==> config.mk <==
export PLATFORM = sky130hd
export DESIGN_NAME = operand_requester
export DESIGN_NICKNAME = d
export VERILOG_FILES = /design/src/rtl/core_pkg.sv /design/src/rtl/operand_requester_fifo.sv /design/src/rtl/operand_requester.sv
export SDC_FILE = /design/constraint.sdc
export NUM_CORES = 1
export LEC_CHECK = 0
export ABC_AREA = 1
export BUFFER_PORTS_ARGS = -buffer_cell sky130_fd_sc_hd__buf_2
export CAP_MARGIN = 20
export CELL_PAD_IN_SITES_DETAIL_PLACEMENT = 0
export CELL_PAD_IN_SITES_GLOBAL_PLACEMENT = 2
export CORE_MARGIN = 5
export CORE_UTILIZATION = 37
export CTS_CLUSTER_SIZE = 25
export DETAILED_ROUTE_END_ITERATION = 8
export PLACE_DENSITY = 0.81
export SLEW_MARGIN = 20
export SYNTH_ARGS = -nofsm -noshare
export SYNTH_HDL_FRONTEND = slang
export SYNTH_SLANG_ARGS = --single-unit
==> constraint.sdc <==
create_clock -name clk_i -period 3.8 [get_ports clk_i]
set_input_delay 0.57 -clock clk_i [delete_from_list [all_inputs] [get_ports clk_i]]
set_output_delay 0.57 -clock clk_i [all_outputs]
set_load 0.05 [all_outputs]
==> src/rtl/core_pkg.sv <==
// Shared lane types and helpers for the operand fetch path.
// Holds the request/queue types plus the word-count, address and
// operand-source helper functions used by operand_requester.
package core_pkg;

  localparam int unsigned NrLane           = 2;
  localparam int unsigned ElenB            = 8;
  localparam int unsigned VlenBits         = 1024;
  localparam int unsigned NrVReg           = 32;
  localparam int unsigned ByteBlock        = NrLane * ElenB;
  localparam int unsigned ByteBlockWidth   = $clog2(ByteBlock);
  localparam int unsigned RegSliceNumWords = (VlenBits / 8) / ByteBlock;
  localparam int unsigned SliceWordBits    = $clog2(RegSliceNumWords);
  localparam int unsigned VRegWidth        = $clog2(NrVReg);
  localparam int unsigned VrfAddrWidth     = VRegWidth + SliceWordBits;
  localparam int unsigned VlenWidth        = 16;
  localparam int unsigned WordCntWidth     = $clog2(RegSliceNumWords + 1);
  localparam int unsigned NrOpQueue        = 3;
  localparam int unsigned OpQueueDepth     = 4;

  typedef logic [VRegWidth-1:0]    vreg_t;
  typedef logic [VlenWidth-1:0]    vlen_t;
  typedef logic [VlenWidth:0]      vlen_ext_t;
  typedef logic [VrfAddrWidth-1:0] vrf_addr_t;
  typedef logic [ElenB*8-1:0]      vrf_data_t;
  typedef logic [WordCntWidth-1:0] word_cnt_t;

  typedef enum logic [1:0] {
    ALUA    = 2'd0,
    ALUB    = 2'd1,
    StoreOp = 2'd2
  } op_queue_e;

  typedef struct packed {
    vreg_t                 vs1;
    vreg_t                 vs2;
    logic [NrOpQueue-1:0]  queue_req;
    vlen_t                 vlB;
  } op_req_t;

  typedef enum logic {
    IDLE = 1'b0,
    BUSY = 1'b1
  } req_state_e;

  // ALUB consumes vs2; ALUA and the store path both consume vs1.
  function automatic vreg_t GetOpSrcVReg(op_queue_e q, vreg_t vs1, vreg_t vs2);
    return (q == ALUB) ? vs2 : vs1;
  endfunction

  // Number of words this lane holds for vlB bytes, capped at one register slice.
  function automatic word_cnt_t GetLaneWords(vlen_t vlB);
    vlen_ext_t rounded;
    rounded = ({1'b0, vlB} + vlen_ext_t'(ByteBlock - 1)) >> ByteBlockWidth;
    if (rounded > vlen_ext_t'(RegSliceNumWords)) begin
      return word_cnt_t'(RegSliceNumWords);
    end
    return word_cnt_t'(rounded);
  endfunction

  // First word of a vector register's slice in this lane's VRF.
  function automatic vrf_addr_t GetVRFAddr(vreg_t v);
    return vrf_addr_t'(v) << SliceWordBits;
  endfunction

endpackage

==> src/rtl/operand_requester_fifo.sv <==
// op_queue_fifo: small circular FIFO holding fetched operand words.
// A push into a full FIFO is accepted when a pop happens in the same cycle.
module op_queue_fifo #(
  parameter int unsigned Depth  = 4,
  parameter type         data_t = logic [63:0]
) (
  input  logic                       clk_i,
  input  logic                       rst_i,
  input  logic                       push_i,
  input  data_t                      data_i,
  input  logic                       pop_i,
  output data_t                      data_o,
  output logic                       full_o,
  output logic                       empty_o,
  output logic [$clog2(Depth+1)-1:0] occupancy_o
);

  localparam int unsigned PtrW = (Depth > 1) ? $clog2(Depth) : 1;
  localparam int unsigned OccW = $clog2(Depth + 1);

  data_t           mem_q [Depth];
  data_t           mem_d [Depth];
  logic [PtrW-1:0] wr_ptr_q, wr_ptr_d;
  logic [PtrW-1:0] rd_ptr_q, rd_ptr_d;
  logic [OccW-1:0] occ_q, occ_d;
  logic            do_push, do_pop;

  function automatic logic [PtrW-1:0] NextPtr(input logic [PtrW-1:0] p);
    return (p == PtrW'(Depth - 1)) ? '0 : p + PtrW'(1);
  endfunction

  assign empty_o     = (occ_q == '0);
  assign full_o      = (occ_q == OccW'(Depth));
  assign occupancy_o = occ_q;
  assign data_o      = mem_q[rd_ptr_q];
  assign do_pop      = pop_i && !empty_o;
  assign do_push     = push_i && (!full_o || do_pop);

  // Advance pointers, write storage and track occupancy for this cycle's push/pop.
  always_comb begin
    mem_d    = mem_q;
    wr_ptr_d = wr_ptr_q;
    rd_ptr_d = rd_ptr_q;
    occ_d    = occ_q;
    if (do_push) begin
      mem_d[wr_ptr_q] = data_i;
      wr_ptr_d        = NextPtr(wr_ptr_q);
    end
    if (do_pop) begin
      rd_ptr_d = NextPtr(rd_ptr_q);
    end
    if (do_push && !do_pop) begin
      occ_d = occ_q + OccW'(1);
    end else if (do_pop && !do_push) begin
      occ_d = occ_q - OccW'(1);
    end
  end

  // Pointer and occupancy state; reset empties the queue at once.
  always_ff @(posedge clk_i or posedge rst_i) begin
    if (rst_i) begin
      wr_ptr_q <= '0;
      rd_ptr_q <= '0;
      occ_q    <= '0;
    end else begin
      wr_ptr_q <= wr_ptr_d;
      rd_ptr_q <= rd_ptr_d;
      occ_q    <= occ_d;
    end
  end

  // Storage needs no reset; occupancy decides what is visible.
  always_ff @(posedge clk_i) begin
    mem_q <= mem_d;
  end

endmodule

==> src/rtl/operand_requester.sv <==
// operand_requester: turns one op_req_t into a stream of VRF word reads and
// steers returned words into the ALUA / ALUB / StoreOp operand queues.
// Credit (occupancy + in-flight < depth) keeps return data from overflowing.
// Optional macro OPERAND_REQUESTER_STALL_CNT_EN adds a 32-bit saturating
// stall_cnt_o counting BUSY cycles without a VRF handshake.
module operand_requester
  import core_pkg::*;
#(
  parameter int unsigned QueueDepth = OpQueueDepth,
  parameter int unsigned NumQueue   = NrOpQueue
) (
  input  logic                clk_i,
  input  logic                rst_i,
  input  op_req_t             op_req_i,
  input  logic                op_req_valid_i,
  output logic                op_req_ready_o,
  output logic                vrf_req_valid_o,
  output vrf_addr_t           vrf_raddr_o,
  input  logic                vrf_req_ready_i,
  input  vrf_data_t           vrf_rdata_i,
  output vrf_data_t           opq_data_o [NumQueue],
  output logic [NumQueue-1:0] opq_valid_o,
  input  logic [NumQueue-1:0] opq_ready_i
`ifdef OPERAND_REQUESTER_STALL_CNT_EN
  ,
  output logic [31:0]         stall_cnt_o
`endif
);

  localparam int unsigned QIdxW = (NumQueue > 1) ? $clog2(NumQueue) : 1;
  localparam int unsigned OccW  = $clog2(QueueDepth + 1);

  req_state_e       state_q, state_d;
  vreg_t            vs1_q, vs1_d;
  vreg_t            vs2_q, vs2_d;
  word_cnt_t        remaining_q [NumQueue];
  word_cnt_t        remaining_d [NumQueue];
  word_cnt_t        k_q [NumQueue];
  word_cnt_t        k_d [NumQueue];
  logic             inflight_valid_q, inflight_valid_d;
  logic [QIdxW-1:0] inflight_tag_q, inflight_tag_d;
  logic [QIdxW-1:0] rr_q, rr_d;

  logic [NumQueue-1:0] push;
  logic [NumQueue-1:0] full;
  logic [NumQueue-1:0] empty;
  logic [OccW-1:0]     occupancy [NumQueue];
  logic [NumQueue-1:0] eligible;
  logic                grant_valid;
  logic [QIdxW-1:0]    grant_idx;
  int unsigned         cand;
  vreg_t               src_vreg;
  word_cnt_t           req_words;
  logic                vrf_hs;
  logic                any_left;

  assign op_req_ready_o  = (state_q == IDLE);
  assign vrf_req_valid_o = grant_valid;
  assign vrf_hs          = vrf_req_valid_o && vrf_req_ready_i;
  assign req_words       = GetLaneWords(op_req_i.vlB);
  assign src_vreg        = GetOpSrcVReg(op_queue_e'(grant_idx), vs1_q, vs2_q);
  assign vrf_raddr_o     = grant_valid ? (GetVRFAddr(src_vreg) + vrf_addr_t'(k_q[grant_idx])) : '0;

  // Return-data steering and per-queue issue eligibility under credit.
  always_comb begin
    push     = '0;
    eligible = '0;
    for (int q = 0; q < NumQueue; q++) begin
      push[q]     = inflight_valid_q && (int'(inflight_tag_q) == q);
      eligible[q] = (state_q == BUSY) && (remaining_q[q] != '0) && !full[q] &&
                    ((int'(occupancy[q]) + int'(push[q])) < int'(QueueDepth));
    end
  end

  // Round-robin pick among eligible queues, starting at the priority pointer.
  always_comb begin
    grant_valid = 1'b0;
    grant_idx   = '0;
    cand        = 0;
    for (int i = 0; i < NumQueue; i++) begin
      cand = (int'(rr_q) + i) % NumQueue;
      if (!grant_valid && eligible[QIdxW'(cand)]) begin
        grant_valid = 1'b1;
        grant_idx   = QIdxW'(cand);
      end
    end
  end

  // Request acceptance, per-queue word bookkeeping and IDLE/BUSY sequencing.
  always_comb begin
    state_d          = state_q;
    vs1_d            = vs1_q;
    vs2_d            = vs2_q;
    remaining_d      = remaining_q;
    k_d              = k_q;
    inflight_valid_d = 1'b0;
    inflight_tag_d   = inflight_tag_q;
    rr_d             = rr_q;
    any_left         = 1'b0;
    case (state_q)
      IDLE: begin
        if (op_req_valid_i) begin
          vs1_d = op_req_i.vs1;
          vs2_d = op_req_i.vs2;
          for (int q = 0; q < NumQueue; q++) begin
            remaining_d[q] = op_req_i.queue_req[q] ? req_words : '0;
            k_d[q]         = '0;
          end
          if ((req_words != '0) && (op_req_i.queue_req != '0)) begin
            state_d = BUSY;
          end
        end
      end
      BUSY: begin
        if (vrf_hs) begin
          remaining_d[grant_idx] = remaining_q[grant_idx] - word_cnt_t'(1);
          k_d[grant_idx]         = k_q[grant_idx] + word_cnt_t'(1);
          inflight_valid_d       = 1'b1;
          inflight_tag_d         = grant_idx;
          rr_d = (int'(grant_idx) == NumQueue - 1) ? '0 : grant_idx + QIdxW'(1);
          for (int q = 0; q < NumQueue; q++) begin
            if (remaining_d[q] != '0) begin
              any_left = 1'b1;
            end
          end
          if (!any_left) begin
            state_d = IDLE;
          end
        end
      end
      default: state_d = IDLE;
    endcase
  end

  // Requester state; reset drops any pending request and in-flight word.
  always_ff @(posedge clk_i or posedge rst_i) begin
    if (rst_i) begin
      state_q          <= IDLE;
      vs1_q            <= '0;
      vs2_q            <= '0;
      remaining_q      <= '{default: '0};
      k_q              <= '{default: '0};
      inflight_valid_q <= 1'b0;
      inflight_tag_q   <= '0;
      rr_q             <= '0;
    end else begin
      state_q          <= state_d;
      vs1_q            <= vs1_d;
      vs2_q            <= vs2_d;
      remaining_q      <= remaining_d;
      k_q              <= k_d;
      inflight_valid_q <= inflight_valid_d;
      inflight_tag_q   <= inflight_tag_d;
      rr_q             <= rr_d;
    end
  end

  for (genvar g = 0; g < NumQueue; g++) begin : gen_opq
    op_queue_fifo #(
      .Depth  (QueueDepth),
      .data_t (vrf_data_t)
    ) i_fifo (
      .clk_i       (clk_i),
      .rst_i       (rst_i),
      .push_i      (push[g]),
      .data_i      (vrf_rdata_i),
      .pop_i       (opq_valid_o[g] && opq_ready_i[g]),
      .data_o      (opq_data_o[g]),
      .full_o      (full[g]),
      .empty_o     (empty[g]),
      .occupancy_o (occupancy[g])
    );
    assign opq_valid_o[g] = !empty[g];
  end

`ifdef OPERAND_REQUESTER_STALL_CNT_EN
  logic [31:0] stall_cnt_q, stall_cnt_d;

  // Count BUSY cycles that end without a VRF handshake, saturating at all-ones.
  always_comb begin
    stall_cnt_d = stall_cnt_q;
    if ((state_q == BUSY) && !vrf_hs && (stall_cnt_q != '1)) begin
      stall_cnt_d = stall_cnt_q + 32'd1;
    end
  end

  // Stall counter register.
  always_ff @(posedge clk_i or posedge rst_i) begin
    if (rst_i) begin
      stall_cnt_q <= '0;
    end else begin
      stall_cnt_q <= stall_cnt_d;
    end
  end

  assign stall_cnt_o = stall_cnt_q;
`endif

endmodule

==> results of run 1 <==
## sequential cells by signal, summed over array words and instances (netlist names)
name	count
gen_opq.i_fifo.mem_q	768
inflight_valid_q	1
gen_opq.i_fifo.wr_ptr_q	6
gen_opq.i_fifo.rd_ptr_q	6
vs2_q	5
rr_q	2
k_q	12
vs1_q	5
state_q	1
gen_opq.i_fifo.occupancy_o	9
inflight_tag_q	2
remaining_q	12
## metal layers
layer | GRT usage | routed length (um) | vias up
li1 | - | - | 9693
met1 | 0.2397 | 36910 | 10484
met2 | 0.3059 | 42760 | 647
met3 | 0.04949 | 7148 | 141
met4 | 0.05533 | 2345 | 12
met5 | 0 | 81 | -
## synth_stat cells (3+ instances only)
| cell | instances | area share |
|---|---|---|
| a21oi_1 | 10 | 0.0015 |
| a31oi_1 | 7 | 0.0013 |
| buf_1 | 3 | 0.00035 |
| buf_6 | 4 | 0.0014 |
| clkbuf_1 | 125 | 0.014 |
| dfrtp_1 | 61 | 0.047 |
| edfxtp_1 | 768 | 0.71 |
| fa_1 | 3 | 0.0018 |
| ha_1 | 24 | 0.0092 |
| inv_1 | 89 | 0.010 |
| inv_2 | 3 | 0.00035 |
| mux2_2 | 3 | 0.0010 |
| nand2_1 | 138 | 0.016 |
| nand2_2 | 11 | 0.0021 |
| nand2_4 | 3 | 0.0010 |
| nand3_1 | 37 | 0.0057 |
| nand3_2 | 10 | 0.0031 |
| nand4_1 | 8 | 0.0015 |
| nor2_1 | 451 | 0.052 |
| nor2_2 | 7 | 0.0013 |
| nor3_1 | 6 | 0.00092 |
| o21ai_0 | 417 | 0.064 |
| o21ai_1 | 4 | 0.00062 |
| o21ai_2 | 3 | 0.00081 |
| o22ai_1 | 199 | 0.038 |
| xnor2_1 | 7 | 0.0019 |
| xor2_1 | 11 | 0.0030 |
## final timing paths
check | end | slack [ns] | cells past startpoint
min reg2reg | vs1_q[1] | 0.49 | 2
max | vrf_raddr_o[7] | -0.09 | 20
min in group clk_i | vs1_q[2] | 0.15 | 3
max reg2reg | state_q | 0.19 | 30
max in group asynchronous | k_q[5] | 2.90 | 3
min | remaining_q[6] | 0.08 | 2
## worst max-delay path, stage by stage (launching register included)
cell and delay [ns]:
dfrtp_1 0.40, inv_2 0.07, ha_4 0.29, buf_6 0.10, nand3_2 0.07, nand2_2 0.10
a21oi_4 0.07, buf_6 0.12, nand3_4 0.10, nor2_4 0.04, nor2_4 0.21, nand2_4 0.09
inv_4 0.06, nand2_4 0.04, o221ai_4 0.07, ha_4 0.18, ha_4 0.14, nand2_4 0.05
o21a_1 0.17, nor3_2 0.13, buf_6 0.18
## layout by cell type (no fill, tap or decap), drive strengths merged, types with 47 or more instances in the layout
cell    instances
edfxtp        768
nor2          459
o21ai         424
buf           406
o22ai         199
nand2         152
clkbuf        112
inv            96
dfrtp          61
nand3          47
## stage by stage
step                        util  hold WS [ns]  setup TNS [ns]  instances
final                     0.4500       0.07997         -0.1616       4026
after global routing      0.4499        0.1252          -1.135       4024
after CTS                 0.4472       0.07708         -0.3576       4010
after detailed placement  0.4110        0.4729               0       3830
after global placement    0.4110        0.4796               0       3830
after floorplan                -        0.4436         -410.22       2441
## what timing repair did
item / in CTS / in global routing
gates cloned: 0 / 0
endpoints found under the setup margin: 8 / 15
pin swaps: 15 / 12
buffers inserted: 23 / 17
gates resized for setup: 51 / 38
## cells by family (layout without fill, tap and decap cells)
group,count (synthesis),after routing,synth area share
buf+inv,230,658,0.02782
mux,3,3,0.001040
other cells,0,2,0
flops,829,829,0.7573
compound gates,652,652,0.1111
fa+ha+maj,27,27,0.01110
xor+xnor,19,19,0.005356
simple gates,681,681,0.08636
## final cells by class
type,count,share of cell area
multi-input combinational,1382,0.1871
inverter,94,0.009632
timing repair buffer,407,0.06608
sequential,829,0.6292
tap,1155,0.03696
antenna,2,0.0001280
clock inverter,46,0.01206
clock buffer,111,0.05878
==> results.yml, run 1 <==
drt:
  drt_drc_violations_left: 0
  wirelength_um: 89240
  drtAntennaViolNets: 0
  wl_per_cell_um: 22.17
  drt_iter0_drc: 1770
  via_count: 20977
  drt-vias-per-instance: 5.210
  drt_pass1_iterations: 5
sta:
  max_slew_margin: 0.3850
  grt_setup_unrepaired: "true"
  setup_violations: 3
  slew_viol_final: 0
  fin_crit_sh: 1.023
  worst_slew_pin_slew_ns: 0.9204
  fin_crit_ns: 3.888
  fin_ws_ns: -0.08761
  hold_viol_final: 0
  clock_skew_ns: 0.03526
  fmax_mhz: 257.2
die:
  io_pins: 305
  die_w_um: 306.2
  die_h_um: 306.2
  coreArea_um2: 86890
  start_util: 0.3737
  rows: 108
  die_area_um2: 93780
clocking:
  cts_max_level: 3
  clkLatencyLatePin_ns: 0.63
  holdBufCountCts: 0
  cts_root_buffer: "clkbuf_16"
  clk_path_buf_depth: 3
  clk_pin_slew_ns: 0.07
  clock-sinks: 829
  cts_tree: "yes"
  cts_buffers: 87
logic_synthesis:
  synth_nets: 2568
  synth_area_um2: 32470
  async_reset_ff_frac: 0.07358
  synth_seq_area_share: 0.7573
  synth_flop_cell: "edfxtp_1"
  synthCells: 2441
  yosysWarnings: 0
  synth-seq-cells: 829
  synth_edf_count: 768
  syn-mean-instance-area_um2: 13.30
  ys_types: 50
worst_setup_path:
  worstPathRequired_ns: 3.23
  crit_path_start: "rr_q[0]"
  worstReg2RegStart: "rr_q[0]"
  end_kind: "primary output"
  worst_setup_path_start_kind: "flop"
  cp_max_fo: 4
  crit_type: "flop to primary output"
  critPathArrivalTime_ns: 3.32
grt:
  grt_pass1_wl_um: 131700
  grt-ovfl-total: 0
  grt_usage: 0.1844
  grt_max_degree: 131
  antenna_found_initial: 9
  grt_pass1_vias: 20713
run_status:
  violations: "negative setup slack"
  status: "finished, violations left"
flow_run:
  max_cap_viol_count: 0
layout:
  multi_input_area_um2: 7316
  num-nets-final: 2928
  regArea_um2: 24600
  syn_to_final_growth_pct: 20.42
  drive_gt1_frac: 0.2245
  nFillCells: 7706
  fin_area_um2: 39100
placed_design:
  gp_congestion: 0.9056
  dp_hpwl_um: 54480
  dp_slack_ns: 0.1567
  io_buffers: 304
  postPlaceCellArea_um2: 35710
min_path:
  hp-class: "primary input to asynchronous set/reset pin"
Power of run 1 is left out: the tool's default activity adds up to more than one toggle a clock period on the data nets, which glitch-free logic cannot reach.
==> run 2: changes to the inputs <==
Settings changed: CORE_MARGIN 5 to 1.
==> results.yml, run 2 (synthesis gave the netlist of run 1 again) <==
run_status:
  status: "finished, violations left"
  violations: "negative setup slack"
worst_setup_path:
  worst_setup_path_start_kind: "flop"
  cp_max_fo: 6
  end_kind: "primary output"
  r2r_slack_ns: 0.38
  crit_type: "flop to primary output"
  worstReg2RegStart: "rr_q[1]"
  crit_path_start: "rr_q[0]"
  critPathArrivalTime_ns: 3.33
  rr_worst_depth: 26
  crit_end: "vrf_raddr_o[7]"
  worstPathRequired_ns: 3.23
  worstReg2RegEnd: "state_q"
die:
  die_area_um2: 88940
  io_pins: 305
  rows: 108
  start_util: 0.3737
  die_w_um: 298.2
  die_h_um: 298.2
  coreArea_um2: 86890
sta:
  slew_viol_final: 0
  grt_setup_unrepaired: "true"
  fin_ws_ns: -0.09978
  max_slew_margin: 0.3477
  fin_crit_sh: 1.026
  fmax_mhz: 256.4
  setup_violations: 1
  worst_slew_pin_slew_ns: 0.9762
  clock_skew_ns: 0.01600
  fin_crit_ns: 3.900
  hold_viol_final: 0
drt:
  drt-vias-per-instance: 5.209
  wl_per_cell_um: 21.76
  drt_iter0_drc: 1491
  drt_pass1_iterations: 6
  via_count: 20832
  drtAntennaViolNets: 0
  drt_drc_violations_left: 0
  wirelength_um: 87030
placed_design:
  dp_hpwl_um: 52470
  io_buffers: 304
  gp_congestion: 0.8608
  postPlaceCellArea_um2: 35660
  dp_slack_ns: 0.2260
layout:
  syn_to_final_growth_pct: 19.79
  top_register: "gen_opq.i_fifo.mem_q"
  final_common_cell: "edfxtp_1"
  largest_reg_flops: 768
  fin_area_um2: 38900
  largestRegisters: "gen_opq.i_fifo.mem_q x768, k_q x12, remaining_q x12"
  nFillCells: 7735
  antenna-diode-count: 0
  final_core_util: 0.4477
  num-nets-final: 2905
  drive_gt1_frac: 0.2152
  final_cell_mix: "edfxtp_1 (768), nor2_1 (437), o21ai_0 (415)"
grt:
  grt_usage: 0.1933
  grt_pass1_vias: 20710
  grt_pass1_wl_um: 129700
  grt-ovfl-total: 0
  grt_max_degree: 131
  antenna_found_initial: 10
flow_run:
  max_cap_viol_count: 0
clocking:
  clk_pin_slew_ns: 0.06
  clk_path_buf_depth: 3
  cts_tree: "yes"
  cts_max_level: 3
  holdBufCountCts: 0
  cts_root_buffer: "clkbuf_16"
  cts_buffers: 88
  clkLatencyLatePin_ns: 0.64
  clock-sinks: 829
min_path:
  hp-class: "primary input to asynchronous set/reset pin"
## run 2: cell types whose count changed in the layout (fill, tap and decap cells not counted), sizes merged
cell and change:
bufinv +1, clkinvlp +1, diode -2, buf -24, clkbuf -3
## run 2: final cells by class
cell class                 instances  area, um2  area share
clock buffer                     108       2328     0.05986
clock inverter                    48      533.0     0.01370
inverter                          94      369.1    0.009489
multi-input combinational       1382       7229      0.1859
sequential                       829      24600      0.6325
tap                             1155       1445     0.03715
timing repair buffer             383       2387     0.06138
## run 2: critical path, cell delays in order (launching register included)
cell	delay (ns)
dfrtp_1	0.39
buf_6	0.13
ha_4	0.17
inv_4	0.06
nand4_1	0.14
nand2_2	0.13
nand2_4	0.08
nand3_2	0.09
nand2_2	0.07
nor2_4	0.23
nand2_4	0.08
inv_2	0.06
nand2_2	0.06
o221ai_4	0.08
ha_4	0.18
ha_4	0.14
nand2_4	0.05
o21a_1	0.18
nor3_2	0.17
buf_6	0.18
## run 2: timing repair
item	in CTS	in global routing
setup buffers	17	5
gates resized for setup	35	22
pin swaps	14	7
endpoints found under the setup margin	8	8
## run 2: worst min-delay path by stage
stage	from	endpoint	slack, ns	cells after the start
6_report	rst_i	gen_opq[0].i_fifo.occupancy_o[0]	0.04	2
2_1_floorplan	vs1_q[1]	vs1_q[1]	0.44	2
5_1_grt	rst_i	gen_opq[1].i_fifo.occupancy_o[1]	0.09	2
3_3_place_gp	vs1_q[1]	vs1_q[1]	0.47	2
4_1_cts	rst_i	gen_opq[1].i_fifo.occupancy_o[1]	0.04	2
3_5_place_dp	vs1_q[2]	vs1_q[2]	0.47	2
## run 2: layer usage
metal | GRT usage | vias up | wire (um)
li1 | - | 9638 | -
met1 | 0.2442 | 10479 | 36400
met3 | 0.04550 | 137 | 5730
met4 | 0.05543 | 16 | 1954
met5 | 0 | - | 94
met2 | 0.3300 | 562 | 42860
## run 2: per-stage QoR
stage,hold WS (ns),setup TNS [ns],std cells
3_5_place_dp,0.4686,0,3822
5_1_grt,0.08619,-1.029,3999
2_1_floorplan,0.4436,-410.22,2441
3_3_place_gp,0.4688,0,3822
6_report,0.03594,-0.09978,3999
4_1_cts,0.04282,-0.1018,3995
Power of run 2 is left out for the same reason.
